## config.mk

```make
export PLATFORM = sky130hd
export DESIGN_NAME = acc_cpu_core
export DESIGN_NICKNAME = d
export VERILOG_FILES = /design/src/rtl/acc_cpu_pkg.sv /design/src/rtl/acc_cpu_alu.sv /design/src/rtl/acc_cpu_core.sv
export SDC_FILE = /design/constraint.sdc
export NUM_CORES = 1
export LEC_CHECK = 0
export CELL_PAD_IN_SITES_DETAIL_PLACEMENT = 0
export CELL_PAD_IN_SITES_GLOBAL_PLACEMENT = 1
export CORE_MARGIN = 5
export CORE_UTILIZATION = 30
export CTS_CLUSTER_SIZE = 25
export DETAILED_ROUTE_END_ITERATION = 8
export HOLD_SLACK_MARGIN = 0.1
export PLACE_DENSITY = 0.66
export SYNTH_ARGS = -nofsm -noshare
export SYNTH_HDL_FRONTEND = slang
export SYNTH_HIERARCHICAL = 1
export SYNTH_SLANG_ARGS = --single-unit
```

## constraint.sdc

```tcl
create_clock -name clk -period 10.65 [get_ports clk]
set_input_delay 1.5975 -clock clk [delete_from_list [all_inputs] [get_ports clk]]
set_output_delay 1.5975 -clock clk [all_outputs]
set_load 0.01 [all_outputs]
```

## src/rtl/acc_cpu_pkg.sv

```systemverilog
// Shared definitions for the accumulator CPU core.
// Contents: the 4-bit opcode encodings and the bit positions of the flags
// inside the {N, C, Z} flag vector.
package acc_cpu_pkg;

  localparam logic [3:0] OP_NOP  = 4'h0;
  localparam logic [3:0] OP_ADD  = 4'h1;
  localparam logic [3:0] OP_SUB  = 4'h2;
  localparam logic [3:0] OP_AND  = 4'h3;
  localparam logic [3:0] OP_OR   = 4'h4;
  localparam logic [3:0] OP_NOT  = 4'h5;
  localparam logic [3:0] OP_XOR  = 4'h6;
  localparam logic [3:0] OP_SHL  = 4'h7;
  localparam logic [3:0] OP_SHR  = 4'h8;
  localparam logic [3:0] OP_LDI  = 4'h9;
  localparam logic [3:0] OP_ST   = 4'hA;
  localparam logic [3:0] OP_LD   = 4'hB;
  localparam logic [3:0] OP_ADDR = 4'hC;
  localparam logic [3:0] OP_CMP  = 4'hD;
  localparam logic [3:0] OP_OUT  = 4'hE;
  localparam logic [3:0] OP_RSV  = 4'hF;

  localparam int FLAG_Z = 0;
  localparam int FLAG_C = 1;
  localparam int FLAG_N = 2;

endpackage

```

## src/rtl/acc_cpu_alu.sv

```systemverilog
// Combinational ALU for the accumulator CPU core.
// Ports:
//   opcode     - instruction being executed
//   acc        - current accumulator value
//   src        - second operand (immediate, or register value for LD/ADDR)
//   c_in       - current carry flag; passed through when C is not updated
//   result     - new accumulator value (valid when wr_acc is high)
//   wr_acc     - accumulator write enable
//   flags_new  - candidate {N, C, Z}
//   flags_mask - per-flag update enable, same bit layout as flags_new
module acc_cpu_alu
  import acc_cpu_pkg::*;
#(
  parameter int DATA_W = 8
) (
  input  logic [3:0]        opcode,
  input  logic [DATA_W-1:0] acc,
  input  logic [DATA_W-1:0] src,
  input  logic              c_in,
  output logic [DATA_W-1:0] result,
  output logic              wr_acc,
  output logic [2:0]        flags_new,
  output logic [2:0]        flags_mask
);

  logic [DATA_W:0]   sum_s;
  logic [DATA_W:0]   diff_s;
  logic [DATA_W-1:0] zn_val_s;
  logic              c_s;
  logic              zn_upd_s;
  logic              c_upd_s;

  // The extra top bit is carry-out for the sum and borrow for the difference.
  assign sum_s  = {1'b0, acc} + {1'b0, src};
  assign diff_s = {1'b0, acc} - {1'b0, src};

  // Opcode decode: result, write enable and flag sources.
  always_comb begin
    result   = acc;
    wr_acc   = 1'b0;
    zn_val_s = acc;
    c_s      = c_in;
    zn_upd_s = 1'b0;
    c_upd_s  = 1'b0;
    case (opcode)
      OP_ADD, OP_ADDR: begin
        result = sum_s[DATA_W-1:0];
        wr_acc = 1'b1;  zn_upd_s = 1'b1;  c_upd_s = 1'b1;
        c_s    = sum_s[DATA_W];
      end
      OP_SUB: begin
        result = diff_s[DATA_W-1:0];
        wr_acc = 1'b1;  zn_upd_s = 1'b1;  c_upd_s = 1'b1;
        c_s    = diff_s[DATA_W];
      end
      OP_AND: begin result = acc & src; wr_acc = 1'b1; zn_upd_s = 1'b1; end
      OP_OR:  begin result = acc | src; wr_acc = 1'b1; zn_upd_s = 1'b1; end
      OP_NOT: begin result = ~acc;      wr_acc = 1'b1; zn_upd_s = 1'b1; end
      OP_XOR: begin result = acc ^ src; wr_acc = 1'b1; zn_upd_s = 1'b1; end
      OP_SHL: begin
        result = {acc[DATA_W-2:0], 1'b0};
        wr_acc = 1'b1;  zn_upd_s = 1'b1;  c_upd_s = 1'b1;
        c_s    = acc[DATA_W-1];
      end
      OP_SHR: begin
        result = {1'b0, acc[DATA_W-1:1]};
        wr_acc = 1'b1;  zn_upd_s = 1'b1;  c_upd_s = 1'b1;
        c_s    = acc[0];
      end
      OP_LDI, OP_LD: begin result = src; wr_acc = 1'b1; zn_upd_s = 1'b1; end
      OP_CMP: begin
        // Flags as for SUB, but the accumulator is left alone.
        zn_val_s = diff_s[DATA_W-1:0];
        zn_upd_s = 1'b1;  c_upd_s = 1'b1;
        c_s      = diff_s[DATA_W];
      end
      default: begin
        // NOP, ST, OUT and the reserved opcode touch neither acc nor flags.
        result = acc;
      end
    endcase
    if (wr_acc) begin
      zn_val_s = result;
    end else begin
      zn_val_s = zn_val_s;
    end
  end

  // Assemble the {N, C, Z} candidates and their update masks.
  always_comb begin
    flags_new          = 3'b000;
    flags_mask         = 3'b000;
    flags_new[FLAG_Z]  = (zn_val_s == {DATA_W{1'b0}});
    flags_new[FLAG_C]  = c_s;
    flags_new[FLAG_N]  = zn_val_s[DATA_W-1];
    flags_mask[FLAG_Z] = zn_upd_s;
    flags_mask[FLAG_C] = c_upd_s;
    flags_mask[FLAG_N] = zn_upd_s;
  end

endmodule

```

## src/rtl/acc_cpu_core.sv

```systemverilog
// Two-stage accumulator CPU core: capture into the instruction register,
// then execute on the following enabled edge.
// Ports:
//   clk, rst_n          - clock, asynchronous active-low reset
//   ena                 - global enable; low freezes all state
//   instr_valid         - opcode/operand valid this cycle
//   opcode, operand     - instruction; operand is an immediate or register index
//   acc, flags          - accumulator and {N, C, Z}
//   out_data/out_strobe - registered output port and its one-cycle write pulse
module acc_cpu_core
  import acc_cpu_pkg::*;
#(
  parameter int DATA_W = 8,
  parameter int NREG   = 4
) (
  input  logic              clk,
  input  logic              rst_n,
  input  logic              ena,
  input  logic              instr_valid,
  input  logic [3:0]        opcode,
  input  logic [DATA_W-1:0] operand,
  output logic [DATA_W-1:0] acc,
  output logic [2:0]        flags,
  output logic [DATA_W-1:0] out_data,
  output logic              out_strobe
);

  localparam int IDX_W = $clog2(NREG);

  logic [3:0]        ir_op_r;
  logic [DATA_W-1:0] ir_operand_r;
  logic              ir_valid_r;
  logic [DATA_W-1:0] regs_r [NREG];
  logic [DATA_W-1:0] acc_r;
  logic [2:0]        flags_r;
  logic [DATA_W-1:0] out_data_r;
  logic              out_strobe_r;

  logic [IDX_W-1:0]  idx_s;
  logic [DATA_W-1:0] src_s;
  logic [DATA_W-1:0] result_s;
  logic              wr_acc_s;
  logic [2:0]        flags_new_s;
  logic [2:0]        flags_mask_s;

  // Upper operand bits are ignored, so out-of-range indices alias.
  assign idx_s = ir_operand_r[IDX_W-1:0];

  // LD and ADDR take the register value; every other op takes the immediate.
  always_comb begin
    if ((ir_op_r == OP_LD) || (ir_op_r == OP_ADDR)) begin
      src_s = regs_r[idx_s];
    end else begin
      src_s = ir_operand_r;
    end
  end

  acc_cpu_alu #(.DATA_W(DATA_W)) u_alu (
    .opcode     (ir_op_r),
    .acc        (acc_r),
    .src        (src_s),
    .c_in       (flags_r[FLAG_C]),
    .result     (result_s),
    .wr_acc     (wr_acc_s),
    .flags_new  (flags_new_s),
    .flags_mask (flags_mask_s)
  );

  // Instruction capture, execute and output port state.
  always_ff @(posedge clk or negedge rst_n) begin
    if (!rst_n) begin
      ir_op_r      <= OP_NOP;
      ir_operand_r <= {DATA_W{1'b0}};
      ir_valid_r   <= 1'b0;
      acc_r        <= {DATA_W{1'b0}};
      flags_r      <= 3'b000;
      out_data_r   <= {DATA_W{1'b0}};
      out_strobe_r <= 1'b0;
      for (int i = 0; i < NREG; i++) begin
        regs_r[i] <= {DATA_W{1'b0}};
      end
    end else if (ena) begin
      ir_valid_r <= instr_valid;
      if (instr_valid) begin
        ir_op_r      <= opcode;
        ir_operand_r <= operand;
      end
      out_strobe_r <= ir_valid_r && (ir_op_r == OP_OUT);
      if (ir_valid_r) begin
        if (wr_acc_s) begin
          acc_r <= result_s;
        end
        flags_r <= (flags_r & ~flags_mask_s) | (flags_new_s & flags_mask_s);
        if (ir_op_r == OP_ST) begin
          regs_r[idx_s] <= acc_r;
        end
        if (ir_op_r == OP_OUT) begin
          out_data_r <= acc_r;
        end
      end
    end else begin
      // Frozen: only the strobe drops so a held OUT is not re-signalled.
      out_strobe_r <= 1'b0;
    end
  end

  assign acc        = acc_r;
  assign flags      = flags_r;
  assign out_data   = out_data_r;
  assign out_strobe = out_strobe_r;

endmodule

```

==> results of run 1 <==
## synthesized netlist by cell type (all sizes together), types with 3 or more instances
| master | count | share of area (%) |
|---|---|---|
| a2111oi | 3 | 0.67 |
| a21o | 3 | 0.47 |
| a21oi | 21 | 2.3 |
| a221oi | 4 | 0.99 |
| a22o | 3 | 0.54 |
| a31oi | 9 | 1.2 |
| a32oi | 3 | 0.54 |
| and2 | 3 | 0.44 |
| buf | 26 | 3.9 |
| clkbuf | 4 | 0.31 |
| dfrtp | 65 | 34 |
| ha | 24 | 6.2 |
| inv | 25 | 1.9 |
| mux2 | 72 | 18 |
| mux2i | 8 | 1.7 |
| mux4 | 7 | 3.3 |
| nand2 | 17 | 1.3 |
| nand2b | 7 | 0.96 |
| nand3 | 10 | 1.0 |
| nand4 | 3 | 0.83 |
| nand4b | 4 | 1.3 |
| nor2 | 31 | 2.5 |
| nor2b | 9 | 1.2 |
| nor3 | 8 | 0.83 |
| nor4 | 5 | 0.65 |
| nor4b | 5 | 0.91 |
| o211ai | 4 | 0.62 |
| o21ai | 20 | 2.1 |
| o221ai | 4 | 0.73 |
| o31ai | 3 | 0.57 |
| xnor2 | 5 | 0.91 |
## registers in the layout, indices dropped and copies added, names as in the netlist, named ones only
register,flops
ir_operand_r,8
regs_r,32
out_data,8
ir_op_r,4
ir_valid_r,1
acc,8
out_strobe,1
## final timing paths
check / from / to / cells after the start
worst max-delay path: ir_op_r[1]$_DFFE_PN0P_ / flip-flop / 14
worst min-delay path: regs_r[21]$_DFFE_PN0P_ / regs_r[21]$_DFFE_PN0P_ / 1
worst max register to register: ir_op_r[1]$_DFFE_PN0P_ / flip-flop / 14
worst min register to register: regs_r[21]$_DFFE_PN0P_ / regs_r[21]$_DFFE_PN0P_ / 1
max in group asynchronous: rst_n / acc[3]$_DFFE_PN0P_ / 2
min in group asynchronous: rst_n / out_strobe$_DFF_PN0_ / 2
## routing by layer
metal	up-vias	routed length (µm)
met5	-	0
met1	1852	6430
met2	88	6130
met4	0	334
li1	1734	-
met3	28	497
## placed cells by master (no fill, tap or decap), types with 3 or more instances in the layout
| cell type | n |
|---|---|
| o211ai_1 | 4 |
| inv_1 | 25 |
| buf_4 | 5 |
| nand2b_1 | 6 |
| o221ai_1 | 4 |
| a21oi_1 | 20 |
| nor2b_1 | 9 |
| clkbuf_16 | 9 |
| a31oi_1 | 9 |
| mux2_4 | 10 |
| nor2_1 | 29 |
| mux2_2 | 61 |
| nand2_1 | 17 |
| ha_1 | 24 |
| nor4_1 | 5 |
| o21ai_0 | 20 |
| xnor2_1 | 5 |
| nor3_1 | 8 |
| a32oi_1 | 3 |
| nand3_1 | 10 |
| a22o_1 | 3 |
| mux2i_1 | 8 |
| mux4_2 | 7 |
| clkdlybuf4s50_1 | 34 |
| dfrtp_1 | 65 |
| nor4b_1 | 5 |
| a21o_1 | 3 |
## worst max-delay path, delay by kind of cell, from the launching register on
family	cells	cell delay, ns
adders and majority gates	1	0.36
muxes	1	0.18
and+or+nand+nor	6	1.41
DFF	1	0.32
buffers and inverters	2	0.58
AOI/OAI and AO/OA	4	1.38
## through the flow
stage | hold WS (ns) | power (W) | utilization, % | cells
2_1_floorplan | 0.474 | 0.000843 | - | 456
3_3_place_gp | 0.482 | 0.00106 | 33.3 | 682
3_5_place_dp | 0.491 | 0.00106 | 33.3 | 682
4_1_cts | 0.503 | 0.00140 | 35.4 | 698
5_1_grt | 0.522 | 0.00148 | 35.4 | 698
6_report | 0.501 | 0.00139 | 35.4 | 698
## final cells by class
cell class,count,area share [%]
multi-input combinational,335,51.7
sequential,65,29.0
timing repair buffer,40,6.84
tap,216,4.83
clock buffer,10,4.27
inverter,26,1.74
clock inverter,6,1.61
## power groups by stage
stage	Clock (W)	Combinational (W)	Sequential [W]
2_1_floorplan	0	0.000459	0.000385
3_3_place_gp	0	0.000645	0.000413
3_5_place_dp	0	0.000644	0.000417
4_1_cts	0.000336	0.000649	0.000413
5_1_grt	0.000343	0.000716	0.000426
6_report	0.000326	0.000654	0.000409
## logic make-up (layout without fill, tap and decap cells)
family	Yosys count	count (layout)	share of synthesized area (%)
DFF	65	65	33.7
and+or+nand+nor	119	119	15.0
xor gates and xnor gates	7	7	1.27
muxes	87	87	22.5
adders and majority gates	26	26	7.06
buffers and inverters	56	82	6.25
AOI/OAI and AO/OA	96	96	14.1
==> results.py, run 1 <==
metrics = {
    "grt": {
        "grt_pass1_vias": 3805,
        "use_met1_pct": 20.8,
        "use_met2_pct": 23.8,
        "use_met3_pct": 2.94,
        "track_usage_pct": 15.2,
        "antenna_found_initial": 0,
        "grt_max_degree": 66,
        "grt_pass1_wl_um": 21700,
        "gr-max-usage-layer": "met2",
        "grt_overflow": 0,
    },
    "yosys": {
        "synth_area_um2": 4820,
        "synth_cells": 456,
        "ys_async_sr_fraction_pct": 100,
        "synth-edff-count": 0,
        "dominantRegCellSynth": "dfrtp_1",
        "seq_area_frac_synth_pct": 33.7,
        "ys_seq_elements": 65,
        "synth_cell_type_count": 75,
        "syn_area_per_cell_um2": 10.6,
        "ys_warn_count": 6,
        "synth.net_count": 498,
    },
    "pwr": {
        "power_leakage_nw": 2.39,
        "p_int_w": 0.000825,
        "p_clk_share_pct": 23.5,
        "ir_drop_mv": 0.159,
        "switching_share_pct": 40.6,
        "p_seq_share_pct": 29.4,
        "power_density_nw_per_um2": 248,
        "power_frac_comb_pct": 47.1,
        "p_switching_w": 0.000564,
    },
    "clocking": {
        "cts_setup_buffers": 0,
        "cts_tree": "yes",
        "htreeDepth": 3,
        "ctsLongestPathBuffers": 2,
        "cts_resized": 0,
        "clock_latency_ns": 0.34,
        "numCtsBuffers": 9,
        "cts_root_buffer": "clkbuf_16",
        "cts.clk_slew.worst_paths_ns": 0.06,
        "ctsHoldBuffers": 0,
        "clock_sinks": 65,
    },
    "final_layout": {
        "syn2layout_area_growth_pct": 16.1,
        "fin_area_um2": 5600,
        "n_antenna_cell": 0,
        "num-fill-cells": 1581,
        "drive_gt1_share_pct": 25.1,
        "finalNetCount": 519,
        "multi_input_area_um2": 2890,
        "regArea_um2": 1630,
    },
    "drt": {
        "drc_errors": 0,
        "via_per_inst": 5.30,
        "first_pass_iters": 5,
        "ant_nets": 0,
        "wl_per_cell_um": 19.2,
        "drt_iter0_drc": 314,
        "dr_total_vias": 3702,
        "wl_um": 13400,
    },
    "timing": {
        "hold_viol_final": 0,
        "setup_ws_ns": 6.36,
        "rsz0062_at_grt": "no",
        "maxSlewHeadroom_pct": 43.5,
        "timing.fmax_ghz": 0.233,
        "min_period_ns": 4.29,
        "fin_crit_sh_pct": 40.3,
        "skew_ns": 0.00450,
        "finalSetupTns_ns": 0,
        "setup_violations": 0,
        "worst_pin_slew_ns": 0.847,
        "report.final.slew_viol_count": 0,
    },
    "status": {
        "status": "complete, no violations",
    },
    "setup_path": {
        "crit_path_frequent_cell": "nand2_1",
        "path_cells": "buf_4 -> nand4bb_1 -> nand2_1 -> a2bb2oi_1 -> inv_1 -> ha_1 -> a211oi_1 -> nor2_1 -> a221o_1 -> nand2_1 -> nand4_2 -> or4b_4 -> a221oi_2 -> mux2_2",
        "reg2reg_slack_ns": 6.36,
        "crit_path_end_kind": "flip-flop",
        "worstPathRequired_ns": 10.93,
        "worstPathArrival_ns": 4.57,
        "crit_slowest_cell": "or4b_4",
        "crit_path_start_kind": "flip-flop",
        "critical_path_class": "reg -> reg",
        "slowest_delay_ns": 0.58,
        "cp_max_fo": 38,
    },
    "placement": {
        "place_ws_ns": 6.31,
        "dpl-instance-area_um2": 5270,
        "numPortBuffers": 35,
        "place_congestion": 0.876,
        "dpl.hpwl_um": 9420,
    },
    "floorplanning": {
        "initial_utilization_pct": 30.5,
        "num_rows": 46,
        "num_io_pins": 36,
        "die_w_um": 137,
        "die-area_um2": 18700,
        "core_um2": 15800,
        "die_h_um": 137,
    },
    "job": {
        "max_cap_viol_count": 0,
    },
    "worst_hold_path": {
        "hold_class": "reg -> reg",
    },
}
(Power assumes the default switching activity.)
==> inputs of run 2 (changes only) <==
Settings changed: PLACE_DENSITY 0.66 to 0.68.
Clock period 10.65 ns to 3.5 ns, I/O delays scaled along.
==> run 2 against run 1 <==
The flow now finishes with violations (setup timing). Design area up 11%. First-iteration DRC count fell by 33%. Flip-flop and latch count unchanged. Setup slack got worse by 6.4 ns. Worst hold slack got worse by 0.14 ns. Count of clock-buffer cells in the layout increased by 1. Critical path depth shrank 1. Largest cell class unchanged.
==> results.py, run 2 (same netlist as run 1, synthesis figures left out) <==
metrics = {
    "final_layout": {
        "final_cell_mix": "buf_4 (71), dfrtp_1 (63), mux2_2 (57), clkdlybuf4s50_1 (34), nor2_1 (29)",
        "drive_gt1_share_pct": 38.6,
        "registers.top_by_ff_count": "regs_r",
        "finalNetCount": 586,
        "n_antenna_cell": 0,
        "layout_commonest_cell": "buf_4",
        "fin_util_pct": 39.4,
        "largest_reg_flops": 32,
        "syn2layout_area_growth_pct": 29.4,
        "fin_area_um2": 6240,
    },
    "setup_path": {
        "critical_path_class": "reg -> reg",
        "reg2reg_slack_ns": -0.02,
        "crit_family": "multiplexers",
        "crit_path_end_kind": "flip-flop",
        "worstPathRequired_ns": 3.76,
        "crit_path_start_kind": "flip-flop",
        "cp_max_fo": 4,
        "cp.buffers_inverters": 2,
        "slowest_delay_ns": 0.55,
        "crit_slowest_cell": "or4b_4",
        "worstPathArrival_ns": 3.78,
        "path_cells": "buf_4 -> mux4_2 -> mux2_4 -> ha_2 -> a211oi_2 -> buf_4 -> nor2_1 -> a221o_1 -> nand2_1 -> nand4_2 -> or4b_4 -> a221oi_2 -> mux2_4",
    },
    "drt": {
        "wl_um": 14000,
        "drc_errors": 0,
        "dr_total_vias": 3957,
        "drt_iter0_drc": 211,
        "via_per_inst": 5.19,
        "wl_per_cell_um": 18.3,
        "first_pass_iters": 5,
        "ant_nets": 0,
    },
    "pwr": {
        "p_int_w": 0.00294,
        "power_density_nw_per_um2": 771,
        "ir_drop_mv": 0.385,
        "p_clk_share_pct": 18.0,
        "p_switching_w": 0.00187,
        "p_seq_share_pct": 22.1,
        "total_power_w": 0.00481,
        "power_leakage_nw": 2.73,
        "power_frac_comb_pct": 59.9,
        "switching_share_pct": 38.9,
    },
    "grt": {
        "use_met1_pct": 20.8,
        "grt_max_degree": 48,
        "grt_overflow": 0,
        "use_met2_pct": 26.0,
        "track_usage_pct": 15.4,
        "grt_pass1_wl_um": 22400,
        "use_met3_pct": 2.02,
        "gr-max-usage-layer": "met2",
        "antenna_found_initial": 0,
        "grt_pass1_vias": 4017,
    },
    "clocking": {
        "ctsLongestPathBuffers": 2,
        "htreeDepth": 3,
        "cts_tree": "yes",
        "cts_root_buffer": "clkbuf_16",
        "clock_latency_ns": 0.32,
        "cts.clk_slew.worst_paths_ns": 0.05,
        "numCtsBuffers": 9,
        "clock_sinks": 65,
        "ctsHoldBuffers": 0,
    },
    "placement": {
        "dpl-instance-area_um2": 5720,
        "dpl.hpwl_um": 10100,
        "numPortBuffers": 35,
        "place_congestion": 0.905,
    },
    "timing": {
        "rsz0062_at_grt": "yes",
        "min_period_ns": 3.52,
        "report.final.slew_viol_count": 0,
        "setup_violations": 1,
        "skew_ns": 0.00695,
        "fin_crit_sh_pct": 100,
        "timing.fmax_ghz": 0.284,
        "worst_pin_slew_ns": 0.972,
        "maxSlewHeadroom_pct": 35.2,
        "setup_ws_ns": -0.0167,
        "hold_viol_final": 0,
    },
    "floorplanning": {
        "num_rows": 46,
        "die-area_um2": 18700,
        "initial_utilization_pct": 30.5,
        "core_um2": 15800,
        "die_h_um": 137,
        "num_io_pins": 36,
        "die_w_um": 137,
    },
    "job": {
        "max_cap_viol_count": 0,
    },
    "status": {
        "violations": "setup timing",
        "status": "finished with violations",
    },
    "worst_hold_path": {
        "hold_class": "in -> async",
    },
}
run 2: changes by cell type in the layout (fill, tap and decap cells not counted), moves of 4 or more:
cell	change
mux2_4	+5
mux2_2	-4
a21oi_2	+4
ha_1	-6
a21oi_1	-4
buf_4	+66
ha_4	+5
run 2: power by group through the flow:
stage,logic [W],clock network [W],registers (W)
global route,0.00312,0.000923,0.00109
finish,0.00288,0.000866,0.00107
global placement,0.00259,0,0.00107
CTS,0.00275,0.000888,0.00106
floorplan,0.00140,0,0.00117
detailed placement,0.00261,0,0.00108
run 2: cell type report:
type / count / area (µm²)
flip-flops and latches: 65 / 1630
inverters: 26 / 97.6
multi-input cells: 335 / 3070
fillers: 1531 / 9590
clock buffers: 11 / 243
repair buffers: 107 / 890
clock inverters: 3 / 42.5
well taps: 216 / 270
run 2: repair_timing:
action                                  4_1_cts  5_1_grt
setup buffers                                 2        6
pin swaps                                     5        9
endpoints found under the hold margin         0        0
endpoints found under the setup margin        5        6
gates cloned                                  0        0
resized for setup                            19       15
run 2: worst paths after layout:
kind                                        startpoint                     endpoint  depth (start not counted)
max                        ir_operand_r[0]$_DFFE_PN0P_                    flip-flop                         13
min                                              rst_n         out_strobe$_DFF_PN0_                          1
max reg2reg                ir_operand_r[0]$_DFFE_PN0P_                    flip-flop                         13
min reg2reg                     regs_r[27]$_DFFE_PN0P_       regs_r[27]$_DFFE_PN0P_                          1
max in group asynchronous                        rst_n  ir_operand_r[0]$_DFFE_PN0P_                          2
min in group clk                regs_r[27]$_DFFE_PN0P_       regs_r[27]$_DFFE_PN0P_                          1
run 2: per-stage QoR:
step	instances	TNS, ns	hold slack, ns	setup slack, ns
after floorplan	456	0	0.229	0.00187
after global routing	763	-0.201	0.426	-0.149
after CTS	757	0	0.377	0.00155
after detailed placement	741	-0.405	0.491	-0.153
final	763	-0.0167	0.359	-0.0167
after global placement	741	-0.519	0.484	-0.170
run 2: routing by layer:
| metal | part of all wire [%] | wire, µm |
|---|---|---|
| met4 | 0.97 | 136 |
| met5 | 0 | 0 |
| met3 | 3.3 | 457 |
| met2 | 49 | 6870 |
| met1 | 47 | 6490 |
